[src/rtl/lsu_multicycle_if.sv]
// rtl/lsu_multicycle_if.sv - EXU request, memory bus and WBU result bundle for lsu_multicycle
// The master modport is the LSU's view; slave is the EXU/memory/WBU environment.
interface lsu_multicycle_if #(
  parameter int ADDR_W = 32,
  parameter int DATA_W = 32
);
  localparam int NB = DATA_W / 8;

  logic              in_valid;
  logic              in_ready;
  logic              in_we;
  logic [1:0]        in_size;
  logic              in_unsigned;
  logic [ADDR_W-1:0] in_addr;
  logic [DATA_W-1:0] in_wdata;

  logic              mem_req;
  logic              mem_gnt;
  logic              mem_we;
  logic [ADDR_W-1:0] mem_addr;
  logic [DATA_W-1:0] mem_wdata;
  logic [NB-1:0]     mem_wstrb;
  logic              mem_rvalid;
  logic [DATA_W-1:0] mem_rdata;

  logic              out_valid;
  logic              out_ready;
  logic [DATA_W-1:0] out_data;
  logic              out_err;
  logic [1:0]        out_cause;

  modport master (
    input  in_valid, in_we, in_size, in_unsigned, in_addr, in_wdata,
    output in_ready,
    output mem_req, mem_we, mem_addr, mem_wdata, mem_wstrb,
    input  mem_gnt, mem_rvalid, mem_rdata,
    output out_valid, out_data, out_err, out_cause,
    input  out_ready
  );

  modport slave (
    output in_valid, in_we, in_size, in_unsigned, in_addr, in_wdata,
    input  in_ready,
    input  mem_req, mem_we, mem_addr, mem_wdata, mem_wstrb,
    output mem_gnt, mem_rvalid, mem_rdata,
    input  out_valid, out_data, out_err, out_cause,
    output out_ready
  );
endinterface

[src/rtl/lsu_multicycle.sv]
// rtl/lsu_multicycle.sv - multi-cycle load/store unit between EXU and WBU
// One operation in flight; misaligned/illegal-size ops fault without touching the bus.
module lsu_multicycle #(
  parameter int ADDR_W  = 32,
  parameter int DATA_W  = 32,
  parameter int TIMEOUT = 255
) (
  input logic clk,
  input logic rst,
  lsu_multicycle_if.master bus
);
  localparam int NB    = DATA_W / 8;
  localparam int OFF_W = $clog2(NB);
  localparam int CNT_W = $clog2(TIMEOUT + 1);

  typedef enum logic [1:0] {IDLE, REQ, WAIT, RESP} state_t;

  state_t            state;
  logic [CNT_W-1:0]  cnt;
  logic              op_we;
  logic              op_uns;
  logic [1:0]        op_size;
  logic [OFF_W-1:0]  op_off;
  logic              mem_we_q;
  logic [ADDR_W-1:0] mem_addr_q;
  logic [DATA_W-1:0] mem_wdata_q;
  logic [NB-1:0]     mem_wstrb_q;
  logic [DATA_W-1:0] out_data_q;
  logic              out_err_q;
  logic [1:0]        out_cause_q;

  logic [OFF_W-1:0]  in_off;
  logic              bad_size;
  logic              misaligned;
  logic [7:0]        size_mask;
  logic [NB-1:0]     in_strb;
  logic [DATA_W-1:0] in_wdata_sh;

  assign in_off = bus.in_addr[OFF_W-1:0];

  always_comb begin
    bad_size = (bus.in_size == 2'd3) && (DATA_W == 32);
    case (bus.in_size)
      2'd0:    begin misaligned = 1'b0;              size_mask = 8'h01; end
      2'd1:    begin misaligned = bus.in_addr[0];    size_mask = 8'h03; end
      2'd2:    begin misaligned = |bus.in_addr[1:0]; size_mask = 8'h0F; end
      default: begin misaligned = |bus.in_addr[2:0]; size_mask = 8'hFF; end
    endcase
    in_strb     = NB'(size_mask) << in_off;
    in_wdata_sh = bus.in_wdata << {in_off, 3'b000};
  end

  // Load data: move the addressed lane to bit 0, keep the access width, then extend.
  logic [DATA_W-1:0] rd_sh;
  logic [DATA_W-1:0] rd_mask;
  logic              rd_sign;
  logic [DATA_W-1:0] load_val;

  always_comb begin
    rd_sh = bus.mem_rdata >> {op_off, 3'b000};
    case (op_size)
      2'd0:    begin rd_mask = DATA_W'(8'hFF);         rd_sign = rd_sh[7];        end
      2'd1:    begin rd_mask = DATA_W'(16'hFFFF);      rd_sign = rd_sh[15];       end
      2'd2:    begin rd_mask = DATA_W'(32'hFFFF_FFFF); rd_sign = rd_sh[31];       end
      default: begin rd_mask = '1;                     rd_sign = rd_sh[DATA_W-1]; end
    endcase
    load_val = (rd_sh & rd_mask) | ((!op_uns && rd_sign) ? ~rd_mask : '0);
  end

  always_ff @(posedge clk or posedge rst) begin
    if (rst) begin
      state       <= IDLE;
      cnt         <= '0;
      op_we       <= 1'b0;
      op_uns      <= 1'b0;
      op_size     <= 2'd0;
      op_off      <= '0;
      mem_we_q    <= 1'b0;
      mem_addr_q  <= '0;
      mem_wdata_q <= '0;
      mem_wstrb_q <= '0;
      out_data_q  <= '0;
      out_err_q   <= 1'b0;
      out_cause_q <= 2'd0;
    end else begin
      case (state)
        IDLE: if (bus.in_valid) begin
          op_we   <= bus.in_we;
          op_uns  <= bus.in_unsigned;
          op_size <= bus.in_size;
          op_off  <= in_off;
          cnt     <= '0;
          if (bad_size || misaligned) begin
            state       <= RESP;
            out_data_q  <= '0;
            out_err_q   <= 1'b1;
            out_cause_q <= bad_size ? 2'd3 : 2'd1;
          end else begin
            state       <= REQ;
            mem_we_q    <= bus.in_we;
            mem_addr_q  <= {bus.in_addr[ADDR_W-1:OFF_W], {OFF_W{1'b0}}};
            mem_wdata_q <= in_wdata_sh;
            mem_wstrb_q <= in_strb;
          end
        end
        REQ: if (bus.mem_gnt) state <= WAIT;
        WAIT: begin
          // A response arriving on the final counted cycle still wins over the timeout.
          if (bus.mem_rvalid) begin
            state       <= RESP;
            out_data_q  <= op_we ? '0 : load_val;
            out_err_q   <= 1'b0;
            out_cause_q <= 2'd0;
          end else if (cnt == CNT_W'(TIMEOUT)) begin
            state       <= RESP;
            out_data_q  <= '0;
            out_err_q   <= 1'b1;
            out_cause_q <= 2'd2;
          end else begin
            cnt <= cnt + 1'b1;
          end
        end
        RESP: if (bus.out_ready) state <= IDLE;
        default: state <= IDLE;
      endcase
    end
  end

  assign bus.in_ready  = (state == IDLE);
  assign bus.mem_req   = (state == REQ);
  assign bus.out_valid = (state == RESP);
  assign bus.mem_we    = mem_we_q;
  assign bus.mem_addr  = mem_addr_q;
  assign bus.mem_wdata = mem_wdata_q;
  assign bus.mem_wstrb = mem_wstrb_q;
  assign bus.out_data  = out_data_q;
  assign bus.out_err   = out_err_q;
  assign bus.out_cause = out_cause_q;
endmodule

[src/flat_wrapper.sv]
// flat-port wrapper written by rule: the top's interface ports become plain ports
module lsu_multicycle_flat 
#(
  parameter int ADDR_W  = 32,
  parameter int DATA_W  = 32,
  parameter int TIMEOUT = 255
)
  (clk, rst, bus_in_valid, bus_in_we, bus_in_size, bus_in_unsigned, bus_in_addr, bus_in_wdata, bus_in_ready, bus_mem_req, bus_mem_we, bus_mem_addr, bus_mem_wdata, bus_mem_wstrb, bus_mem_gnt, bus_mem_rvalid, bus_mem_rdata, bus_out_valid, bus_out_data, bus_out_err, bus_out_cause, bus_out_ready);
  lsu_multicycle_if #(.ADDR_W(ADDR_W), .DATA_W(DATA_W)) bus_i ();
  input logic clk;
  input logic rst;
  input wire logic [$bits(bus_i.in_valid)-1:0] bus_in_valid;
  input wire logic [$bits(bus_i.in_we)-1:0] bus_in_we;
  input wire logic [$bits(bus_i.in_size)-1:0] bus_in_size;
  input wire logic [$bits(bus_i.in_unsigned)-1:0] bus_in_unsigned;
  input wire logic [$bits(bus_i.in_addr)-1:0] bus_in_addr;
  input wire logic [$bits(bus_i.in_wdata)-1:0] bus_in_wdata;
  output wire logic [$bits(bus_i.in_ready)-1:0] bus_in_ready;
  output wire logic [$bits(bus_i.mem_req)-1:0] bus_mem_req;
  output wire logic [$bits(bus_i.mem_we)-1:0] bus_mem_we;
  output wire logic [$bits(bus_i.mem_addr)-1:0] bus_mem_addr;
  output wire logic [$bits(bus_i.mem_wdata)-1:0] bus_mem_wdata;
  output wire logic [$bits(bus_i.mem_wstrb)-1:0] bus_mem_wstrb;
  input wire logic [$bits(bus_i.mem_gnt)-1:0] bus_mem_gnt;
  input wire logic [$bits(bus_i.mem_rvalid)-1:0] bus_mem_rvalid;
  input wire logic [$bits(bus_i.mem_rdata)-1:0] bus_mem_rdata;
  output wire logic [$bits(bus_i.out_valid)-1:0] bus_out_valid;
  output wire logic [$bits(bus_i.out_data)-1:0] bus_out_data;
  output wire logic [$bits(bus_i.out_err)-1:0] bus_out_err;
  output wire logic [$bits(bus_i.out_cause)-1:0] bus_out_cause;
  input wire logic [$bits(bus_i.out_ready)-1:0] bus_out_ready;
  assign bus_i.in_valid = bus_in_valid;
  assign bus_i.in_we = bus_in_we;
  assign bus_i.in_size = bus_in_size;
  assign bus_i.in_unsigned = bus_in_unsigned;
  assign bus_i.in_addr = bus_in_addr;
  assign bus_i.in_wdata = bus_in_wdata;
  assign bus_in_ready = bus_i.in_ready;
  assign bus_mem_req = bus_i.mem_req;
  assign bus_mem_we = bus_i.mem_we;
  assign bus_mem_addr = bus_i.mem_addr;
  assign bus_mem_wdata = bus_i.mem_wdata;
  assign bus_mem_wstrb = bus_i.mem_wstrb;
  assign bus_i.mem_gnt = bus_mem_gnt;
  assign bus_i.mem_rvalid = bus_mem_rvalid;
  assign bus_i.mem_rdata = bus_mem_rdata;
  assign bus_out_valid = bus_i.out_valid;
  assign bus_out_data = bus_i.out_data;
  assign bus_out_err = bus_i.out_err;
  assign bus_out_cause = bus_i.out_cause;
  assign bus_i.out_ready = bus_out_ready;
  lsu_multicycle #(.ADDR_W(ADDR_W), .DATA_W(DATA_W), .TIMEOUT(TIMEOUT)) u_core (.clk(clk), .rst(rst), .bus(bus_i));
endmodule
[config.mk]
export PLATFORM = sky130hd
export DESIGN_NAME = lsu_multicycle_flat
export DESIGN_NICKNAME = d
export VERILOG_FILES = /design/src/rtl/lsu_multicycle_if.sv /design/src/rtl/lsu_multicycle.sv /design/src/flat_wrapper.sv
export SDC_FILE = /design/constraint.sdc
export NUM_CORES = 1
export LEC_CHECK = 0
export ABC_AREA = 0
export ABC_CLOCK_PERIOD_IN_PS = 4600
export CAP_MARGIN = 10
export CORE_MARGIN = 5
export CORE_UTILIZATION = 45
export CTS_CLUSTER_SIZE = 8
export DETAILED_ROUTE_END_ITERATION = 10
export PLACE_DENSITY = 0.88
export SYNTH_ARGS = -nofsm -noshare
export SYNTH_HDL_FRONTEND = slang
export SYNTH_SLANG_ARGS = --single-unit
[constraint.sdc]
create_clock -name clk -period 4.6 [get_ports clk]
set_input_delay 0.46 -clock clk [delete_from_list [all_inputs] [get_ports clk]]
set_output_delay 0.46 -clock clk [all_outputs]
set_load 0.1 [all_outputs]
=== Word-level counts from Yosys, hierarchy flattened ===
Index checks and enable logic that the tools add are counted.

* Logic and storage cells: 83
* Input bits: 106
* Bits in registers: 118

* Shift operators: 3
* Equal/unequal tests: 15
* Multiplexer cells: 33
* Add/subtract/negate cells: 1
* Bitwise gates (word level): 4
* Reduce and logical (&&, ||, !) cells: 14

{| class="wikitable"
|+ Operator list
! kind !! number
|-
| 32-bit 2-to-1 mux || 6
|-
| 32-bit case mux with 2 select lines || 2
|-
| 32-bit AND || 1
|-
| 32-bit NOT || 1
|-
| 32-bit OR || 1
|-
| 32-bit by 5-bit << shifter with 32-bit output || 1
|-
| 32-bit by 5-bit >> shifter with 32-bit output || 1
|-
| 8-bit 2-to-1 mux || 3
|-
| 2-bit 2-to-1 mux || 11
|-
| 8-bit case mux with 2 select lines || 1
|-
| 4-bit case mux with 3 select lines || 1
|-
| 4-bit AND reduction || 3
|-
| 8-bit by 1-bit adder with 8-bit output, second input constant || 1
|-
| 2-bit equality test, second input constant || 4
|-
| 8-bit equality test, second input constant || 1
|-
| 2-bit case mux with 4 select lines || 1
|-
| 2-bit by 1-bit equality test with 1-bit output, second input constant || 3
|-
| 2-bit zero test || 3
|-
| 2-bit by 1-bit inequality test with 1-bit output, second input constant || 3
|-
| 2-bit inequality test, second input constant || 3
|-
| 1-bit 2-to-1 mux || 4
|-
| 1-bit case mux with 2 select lines || 2
|-
| 2-bit case mux with 2 select lines || 1
|-
| 4-bit by 2-bit << shifter with 4-bit output || 1
|-
| other kinds (11) || 11
|}

=== Logic depth before layout (Yosys ltp) ===
Gate-level depths: netlist (run 1).

* Depth after elaboration: 8
* Depth in mapped cells: 9
* Depth with buffers taken out: 7

=== Worst setup path after synthesis (run 1) ===
No wires, ideal clock.

* Path kind: flip-flop to flip-flop
* From: register u_core.state[0]
* To: register u_core.out_data_q[22] (netlist: u_core.bus.out_data[22])
* Buffers on the path: 3
* Period minus slack after synthesis: 2.791 ns
* Cell stages (with the launch flop): 10
* Setup slack: 1.809 ns
* Arrival time: 2.670 ns
* Setup time: 0.121 ns
* Required time: 4.479 ns
* Cell sequence: dfrtp_1 inv_1 ha_1 buf_2 nor2b_1 a2111oi_4 nor2b_1 buf_4 buf_8 a22o_4

* Cells in the longest elaborated chain, start to end: 3
* Elaborated cells on any way between the ends: 8
* Classes of those cells: 4 x eq/ne; 1 x mux; 3 x reduce/logical

{| class="wikitable"
|+ Ends and longest elaborated chain
! what !! line !! text
|-
| from (decl) || lsu_multicycle.sv:18 || <nowiki>state_t state;</nowiki>
|-
| from (signal assigned) || lsu_multicycle.sv:72 || <nowiki>state <= IDLE;</nowiki>
|-
| from (signal assigned) || lsu_multicycle.sv:94 || <nowiki>state <= RESP;</nowiki>
|-
| from (signal assigned) || lsu_multicycle.sv:99 || <nowiki>state <= REQ;</nowiki>
|-
| 2-bit zero test (*) || -- ||
|-
| net bus_in_ready || flat_wrapper.sv:18 || <nowiki>output wire logic [$bits(bus_i.in_ready)-1:0] bus_in_ready;</nowiki>
|-
| 2-bit by 1-bit inequality test with 1-bit output (no source line), or another cell as far along || -- ||
|-
| 4-bit AND reduction (no source line) || -- ||
|-
| to (signal assigned) || lsu_multicycle.sv:111 || <nowiki>out_data_q <= op_we ? '0 : load_val;</nowiki>
|-
| to (decl) || lsu_multicycle.sv:28 || <nowiki>logic [DATA_W-1:0] out_data_q;</nowiki>
|}

The timed path passes the listed nets; every way through them passes the cells marked *.
A chain may end at the register's enable or synchronous reset.

=== Worst setup path in the final report (run 1) ===
* From: input bus_in_size[0]
* To: register u_core.out_data_q[28] (netlist: u_core.bus.out_data[28])

* Cells in the longest elaborated chain, start to end: 5
* Elaborated cells on any way between the ends: 8
* Classes of those cells: 4 x eq/ne; 1 x mux; 3 x reduce/logical

{| class="wikitable"
|+ Ends and longest elaborated chain
! what !! line !! text
|-
| from (decl) || flat_wrapper.sv:14 || <nowiki>input wire logic [$bits(bus_i.in_size)-1:0] bus_in_size;</nowiki>
|-
| 2-bit equality test, or another cell as far along || lsu_multicycle.sv:43 || <nowiki>case (bus.in_size)</nowiki>
|-
| 1-bit case mux with 3 select lines || lsu_multicycle.sv:43 ||
|-
| 1-bit logical OR (*) || lsu_multicycle.sv:93 || <nowiki>if (bad_size || misaligned) begin</nowiki>
|-
| 2-bit by 1-bit inequality test with 1-bit output (no source line) (*) || -- ||
|-
| 4-bit AND reduction (no source line) (*) || -- ||
|}

Every way passes the cells marked *; elsewhere a longest branch is shown, timed or not.

==> results of run 1 <==
[layout make-up]
type / instances / area, µm² / area share
clock buffer: 21 / 470 / 0.0548
multi-input combinational: 328 / 2620 / 0.304
inverter: 9 / 36.3 / 0.00422
clock inverter: 9 / 150 / 0.0175
timing repair buffer: 217 / 2150 / 0.250
sequential: 118 / 2950 / 0.344
tap: 172 / 215 / 0.0251
[registers in the layout, summed over array words and instances (netlist names)]
| name | flops |
|---|---|
| u_core.bus.mem_addr | 30 |
| u_core.state | 2 |
| u_core.bus.mem_wstrb | 4 |
| u_core.bus.out_data | 32 |
| u_core.cnt | 8 |
| u_core.op_uns | 1 |
| u_core.bus.mem_we | 1 |
| u_core.op_size | 2 |
| u_core.op_off | 2 |
| u_core.bus.mem_wdata | 32 |
| u_core.bus.out_err | 1 |
| u_core.bus.out_cause | 2 |
| u_core.op_we | 1 |
[layer usage]
| layer | part of all wire | vias up | wire [µm] |
|---|---|---|---|
| met2 | 0.52 | 220 | 8870 |
| met4 | 0.027 | 0 | 464 |
| met5 | 0 | - | 0 |
| met3 | 0.069 | 37 | 1180 |
| li1 | - | 2198 | - |
| met1 | 0.38 | 2401 | 6580 |
[kinds of logic (layout without fill, tap and decap cells)]
family          after synthesis  in the layout  share of synthesized area
other cells                   1              2                   0.000650
fa+ha+maj                     6              6                     0.0126
buf+inv                      45            256                     0.0371
simple gates                100            100                     0.0798
compound gates              121            121                      0.159
xor+xnor                      7              7                     0.0106
mux                          92             92                      0.189
flops                       118            118                      0.511
[layout by cell type, fill, tap and decap left out, types with 4 or more instances in the layout]
cell                              instances
sky130_fd_sc_hd__clkdlybuf4s50_1        209
sky130_fd_sc_hd__dfrtp_1                118
sky130_fd_sc_hd__mux2_2                  48
sky130_fd_sc_hd__nand2_1                 44
sky130_fd_sc_hd__mux2i_1                 36
sky130_fd_sc_hd__a22o_1                  32
sky130_fd_sc_hd__o21ai_0                 30
sky130_fd_sc_hd__nor2_1                  21
sky130_fd_sc_hd__a21oi_1                 17
sky130_fd_sc_hd__clkbuf_16               17
sky130_fd_sc_hd__nor2b_1                 14
sky130_fd_sc_hd__a221o_1                 10
sky130_fd_sc_hd__inv_1                    8
sky130_fd_sc_hd__a32o_1                   8
sky130_fd_sc_hd__a211o_1                  7
sky130_fd_sc_hd__buf_4                    7
sky130_fd_sc_hd__xnor2_1                  6
sky130_fd_sc_hd__mux4_2                   5
sky130_fd_sc_hd__ha_1                     5
sky130_fd_sc_hd__nand3_1                  4
sky130_fd_sc_hd__bufinv_16                4
[how the worst min path moves through the flow]
stage	startpoint	end	cells after the start
floorplan	u_core.cnt[6]	u_core.cnt[6]	2
global placement	u_core.bus.mem_wstrb[0]	u_core.bus.mem_wstrb[0]	1
detailed placement	u_core.bus.out_cause[0]	u_core.bus.out_cause[0]	2
CTS	rst	u_core.bus.mem_addr[26]	2
global route	rst	u_core.bus.mem_addr[22]	2
finish	rst	u_core.bus.mem_addr[22]	2
[worst max-delay path, cell delays in order]
cell                              delay (ns)
sky130_fd_sc_hd__clkdlybuf4s50_1        0.75
sky130_fd_sc_hd__o21ai_1                0.18
sky130_fd_sc_hd__and2_4                 0.25
sky130_fd_sc_hd__a2111oi_4              0.69
sky130_fd_sc_hd__nor2b_1                0.95
sky130_fd_sc_hd__a22o_1                 0.26
[stage by stage]
stage	setup slack [ns]	cells
2_1_floorplan	1.01	491
3_3_place_gp	1.19	844
3_5_place_dp	1.07	844
4_1_cts	1.41	874
5_1_grt	1.21	874
6_report	1.40	874
==> out/qor.csv, run 1 <==
metric;value;unit
final worst path period share;0.697;
GR met3 Demand/Resource;0.0640;
Placeable Area;0.0126;mm²
number of cells on the worst reg-to-reg path;6;
H-tree depth reported by CTS;4;
Post-CTS Resized;0;
buffer levels on the longest clock path;2;
type of element capturing the critical path;flip-flop;
worst clock skew;0.00943;ns
RSZ-0062 raised after global routing;false;
via count of the first global-routing pass;5136;
I/O pins;213;
final core utilization;0.681;
proportion of layout cells with a drive suffix above 1;0.142;
Total Routing Usage GR;0.228;
worst endpoint data arrival time;3.55;ns
slack of the worst reg-to-reg path;1.53;ns
routed via count;4856;
critical path endpoint;u_core.bus.out_data[28];
CTS tree;yes;
average instance area after synthesis;11.8;µm²
post-synthesis register bit count;118;
via count normalized by instance count;5.56;
number of buffers inserted during clock tree synthesis;17;
status;completed;
most numerous cell in the Yosys netlist;sky130_fd_sc_hd__dfrtp_1;
Worst Tran Pin Value;1.11;ns
number of antenna violations at the first check in global routing;0;
peak-usage layer in the global routing report;met2;
NumNets Final;802;
clock sink total;118;
kind of path behind the tightest hold check;in2async;
antenna diode instance count;0;
Gate Count Post-Synth;490;
list of most frequent post-synthesis cells;118 x sky130_fd_sc_hd__dfrtp_1, 48 x sky130_fd_sc_hd__mux2_2, 44 x sky130_fd_sc_hd__nand2_1;
Global Route met2 Usage;0.389;
DR DRC count;0;
Crit Reg-Reg Endpoint;u_core.bus.out_data[28];
Filler Cells Inserted;949;
number of buffers inserted by hold repair at cts;0;
horizontal extent of the die;123;µm
number of buffers inserted to repair setup after CTS;0;
cell accounting for the most synthesized area;sky130_fd_sc_hd__dfrtp_1;
global-route wire length before repair;26.6;mm
post-synthesis sequential area ratio;0.511;
hpwl dp;12.7;mm
GP Congestion;0.894;
Highest Clock Rate;0.312;GHz
die outline area;0.0152;mm²
Initial Utilization;0.457;
count of port buffers added during placement;210;
root cell of the clock tree;sky130_fd_sc_hd__clkbuf_16;
CP Launch Type;input pin;
fraction of synthesis flops using an asynchronous set or reset pin;1.00;
Routed Antenna Nets;0;
pin count of the biggest net entering global routing;50;
Die Y-Extent;123;µm
number of endpoints with negative hold slack in the final report;0;
Cell Rows;41;
synthesized cell area;0.00577;mm²
worst hold margin;0.460;ns
final period demand of the worst path;3.20;ns
slew margin rel.;0.259;
Crit. Startpoint;bus_in_size[0];
growth of design area from synthesis to finish;48.8;%
GR Layer Usage met1;0.271;
Worst Setup Path Type;in2reg;
Starting DRT DRC Count;296;
overall routed net length;17.1;mm
area share of the leading cell type in the synthesized netlist;0.511;
sum of overflow across all layers after global routing;0;
detailed-router iteration count before antenna repair;6;
final design area excluding fillers;0.00859;mm²
total negative setup slack;0;ns
CTS clock-pin slew for the worst setup and hold paths;0.05;ns
count of max-cap constraint violations;0;
wire length per cell after detailed routing;19.6;µm
required time reported for the critical path endpoint;4.94;ns
Pins Over Slew Limit;0;
Setup violations, final;0;
ranking of synthesized cells by area;sky130_fd_sc_hd__dfrtp_1 51%, sky130_fd_sc_hd__mux2_2 9.4%, sky130_fd_sc_hd__mux2i_1 6.2%;
commonest register cell after synthesis;sky130_fd_sc_hd__dfrtp_1;
startpoint of the worst-slack reg-to-reg timing path;u_core.state[0];
Max FO, Critical Path;16;
Ys Warns;0;
Post-Place Cell Area;0.00797;mm²
number of enable-type register cells in the synthesized netlist;0;
insertion delay to the later sink of the worst-skew pair;0.41;ns
number of different library cells in the post-synthesis netlist;51;
Power of run 1 is not shown: default switching activity piles up to over one toggle a cycle in this logic, so the estimate is an artifact.
==> inputs of run 2 (changes only) <==
--- a/config.mk
+++ b/config.mk
@@ -6,7 +6,7 @@
 export NUM_CORES = 1
 export LEC_CHECK = 0
 export ABC_AREA = 0
-export ABC_CLOCK_PERIOD_IN_PS = 4600
+export ABC_CLOCK_PERIOD_IN_PS = 3000
 export CAP_MARGIN = 10
 export CORE_MARGIN = 5
 export CORE_UTILIZATION = 45
==> constraint.sdc (replaced) <==
create_clock -name clk -period 3 [get_ports clk]
set_input_delay 0.3 -clock clk [delete_from_list [all_inputs] [get_ports clk]]
set_output_delay 0.3 -clock clk [all_outputs]
set_load 0.1 [all_outputs]
==> out/qor.csv, run 2 (synthesis results as in run 1) <==
metric;value;unit
status;completed;
Routed Antenna Nets;0;
type of element capturing the critical path;flip-flop;
Post-CTS Resized;0;
insertion delay to the later sink of the worst-skew pair;0.42;ns
Setup violations, final;0;
final worst path period share;0.786;
detailed-router iteration count before antenna repair;5;
horizontal extent of the die;123;µm
via count normalized by instance count;5.46;
NumNets Final;808;
sum of overflow across all layers after global routing;0;
hold path startpoint;bus_in_addr[0];
final period demand of the worst path;2.36;ns
slew margin rel.;0.340;
H-tree depth reported by CTS;4;
number of buffers inserted to repair setup after CTS;0;
CTS tree;yes;
Highest Clock Rate;0.424;GHz
master of the slowest instance on the critical path;sky130_fd_sc_hd__dfrtp_1;
Starting DRT DRC Count;329;
kind of path behind the tightest hold check;in2reg;
buffer levels on the longest clock path;2;
CP Launch Type;flip-flop;
most frequent standard cell in the layout excluding fill and tap cells;sky130_fd_sc_hd__dfrtp_1;
required time reported for the critical path endpoint;3.29;ns
Initial Utilization;0.457;
pin count of the biggest net entering global routing;119;
number of buffers inserted by hold repair at cts;0;
wire length per cell after detailed routing;19.0;µm
Buf/Inv on CP;2;
Max FO, Critical Path;37;
Post-Place Cell Area;0.00780;mm²
Total Routing Usage GR;0.225;
Pins Over Slew Limit;0;
global-route wire length before repair;26.5;mm
Placeable Area;0.0126;mm²
total negative setup slack;0;ns
routed via count;4809;
clock sink total;118;
startpoint of the worst-slack reg-to-reg timing path;u_core.state[0];
hpwl dp;12.1;mm
number of antenna violations at the first check in global routing;0;
CTS clock-pin slew for the worst setup and hold paths;0.05;ns
I/O pins;213;
root cell of the clock tree;sky130_fd_sc_hd__clkbuf_16;
via count of the first global-routing pass;5121;
GP Congestion;0.925;
Cell Rows;41;
max incr delay on CP;0.40;ns
antenna diode instance count;0;
die outline area;0.0152;mm²
overall routed net length;16.7;mm
number of buffers inserted during clock tree synthesis;17;
DR DRC count;0;
number of endpoints with negative hold slack in the final report;0;
RSZ-0062 raised after global routing;false;
count of port buffers added during placement;210;
Worst Setup Path Type;reg2reg;
growth of design area from synthesis to finish;45.6;%
Worst Tran Pin Value;0.987;ns
worst clock skew;0.00967;ns
most frequent cells in the layout;118 x sky130_fd_sc_hd__dfrtp_1, 112 x sky130_fd_sc_hd__buf_4, 107 x sky130_fd_sc_hd__clkdlybuf4s50_1, 48 x sky130_fd_sc_hd__mux2_2, 44 x sky130_fd_sc_hd__nand2_1;
list of cells traversed by the critical path;inv_1 > ha_1 > nor2b_1 > o21ai_2 > o211ai_1 > buf_4 > mux2_2;
proportion of layout cells with a drive suffix above 1;0.294;
Crit. Startpoint;u_core.state[0];
worst endpoint data arrival time;2.65;ns
cell family with the largest share of critical-path delay;buffers and inverters;
count of max-cap constraint violations;0;
final design area excluding fillers;0.00840;mm²
Die Y-Extent;123;µm
run 2: stage by stage:
step | util | hold slack [ns] | cells | setup WS (ns)
3_3_place_gp | 0.618 | 0.464 | 850 | 0.512
3_5_place_dp | 0.618 | 0.474 | 850 | 0.430
5_1_grt | 0.666 | 0.291 | 880 | 0.491
6_report | 0.666 | 0.281 | 880 | 0.642
4_1_cts | 0.666 | 0.260 | 880 | 0.661
2_1_floorplan | - | 0.433 | 491 | 0.209
run 2: worst paths after layout:
| path | endpoint | slack [ns] | cells past startpoint |
|---|---|---|---|
| min reg2reg | u_core.bus.out_cause[1] | 0.48 | 2 |
| max | u_core.bus.out_err | 0.64 | 7 |
| min | u_core.bus.mem_wstrb[2] | 0.28 | 2 |
| max in group asynchronous | u_core.bus.mem_addr[10] | 2.12 | 3 |
| max reg2reg | u_core.bus.out_err | 0.64 | 7 |
| min in group asynchronous | u_core.bus.mem_addr[19] | 0.41 | 3 |
run 2: area by class of cell:
type                       instances  area [µm²]
clock inverter                     8         123
clock buffer                      22         484
inverter                           9        37.5
timing repair buffer             223        1980
multi-input combinational        328        2620
tap                              172         215
fill                             951        4220
sequential                       118        2950
run 2: metal layers:
metal	vias up	wire length [µm]	GRT usage
li1	2204	-	-
met1	2358	6360	0.268
met2	215	8810	0.383
met3	32	1110	0.0636
met4	0	400	0.0900
met5	-	0	0
run 2: worst register-to-register path: cells and delay by family, from the launching register on:
family	cells	cell delay [ns]
AOI/OAI and AO/OA	2	0.31
and+or+nand+nor	1	0.29
adders and majority gates	1	0.35
DFF	1	0.40
muxes	1	0.39
buffers and inverters	2	0.51
Power of run 2 is left out for the same reason.
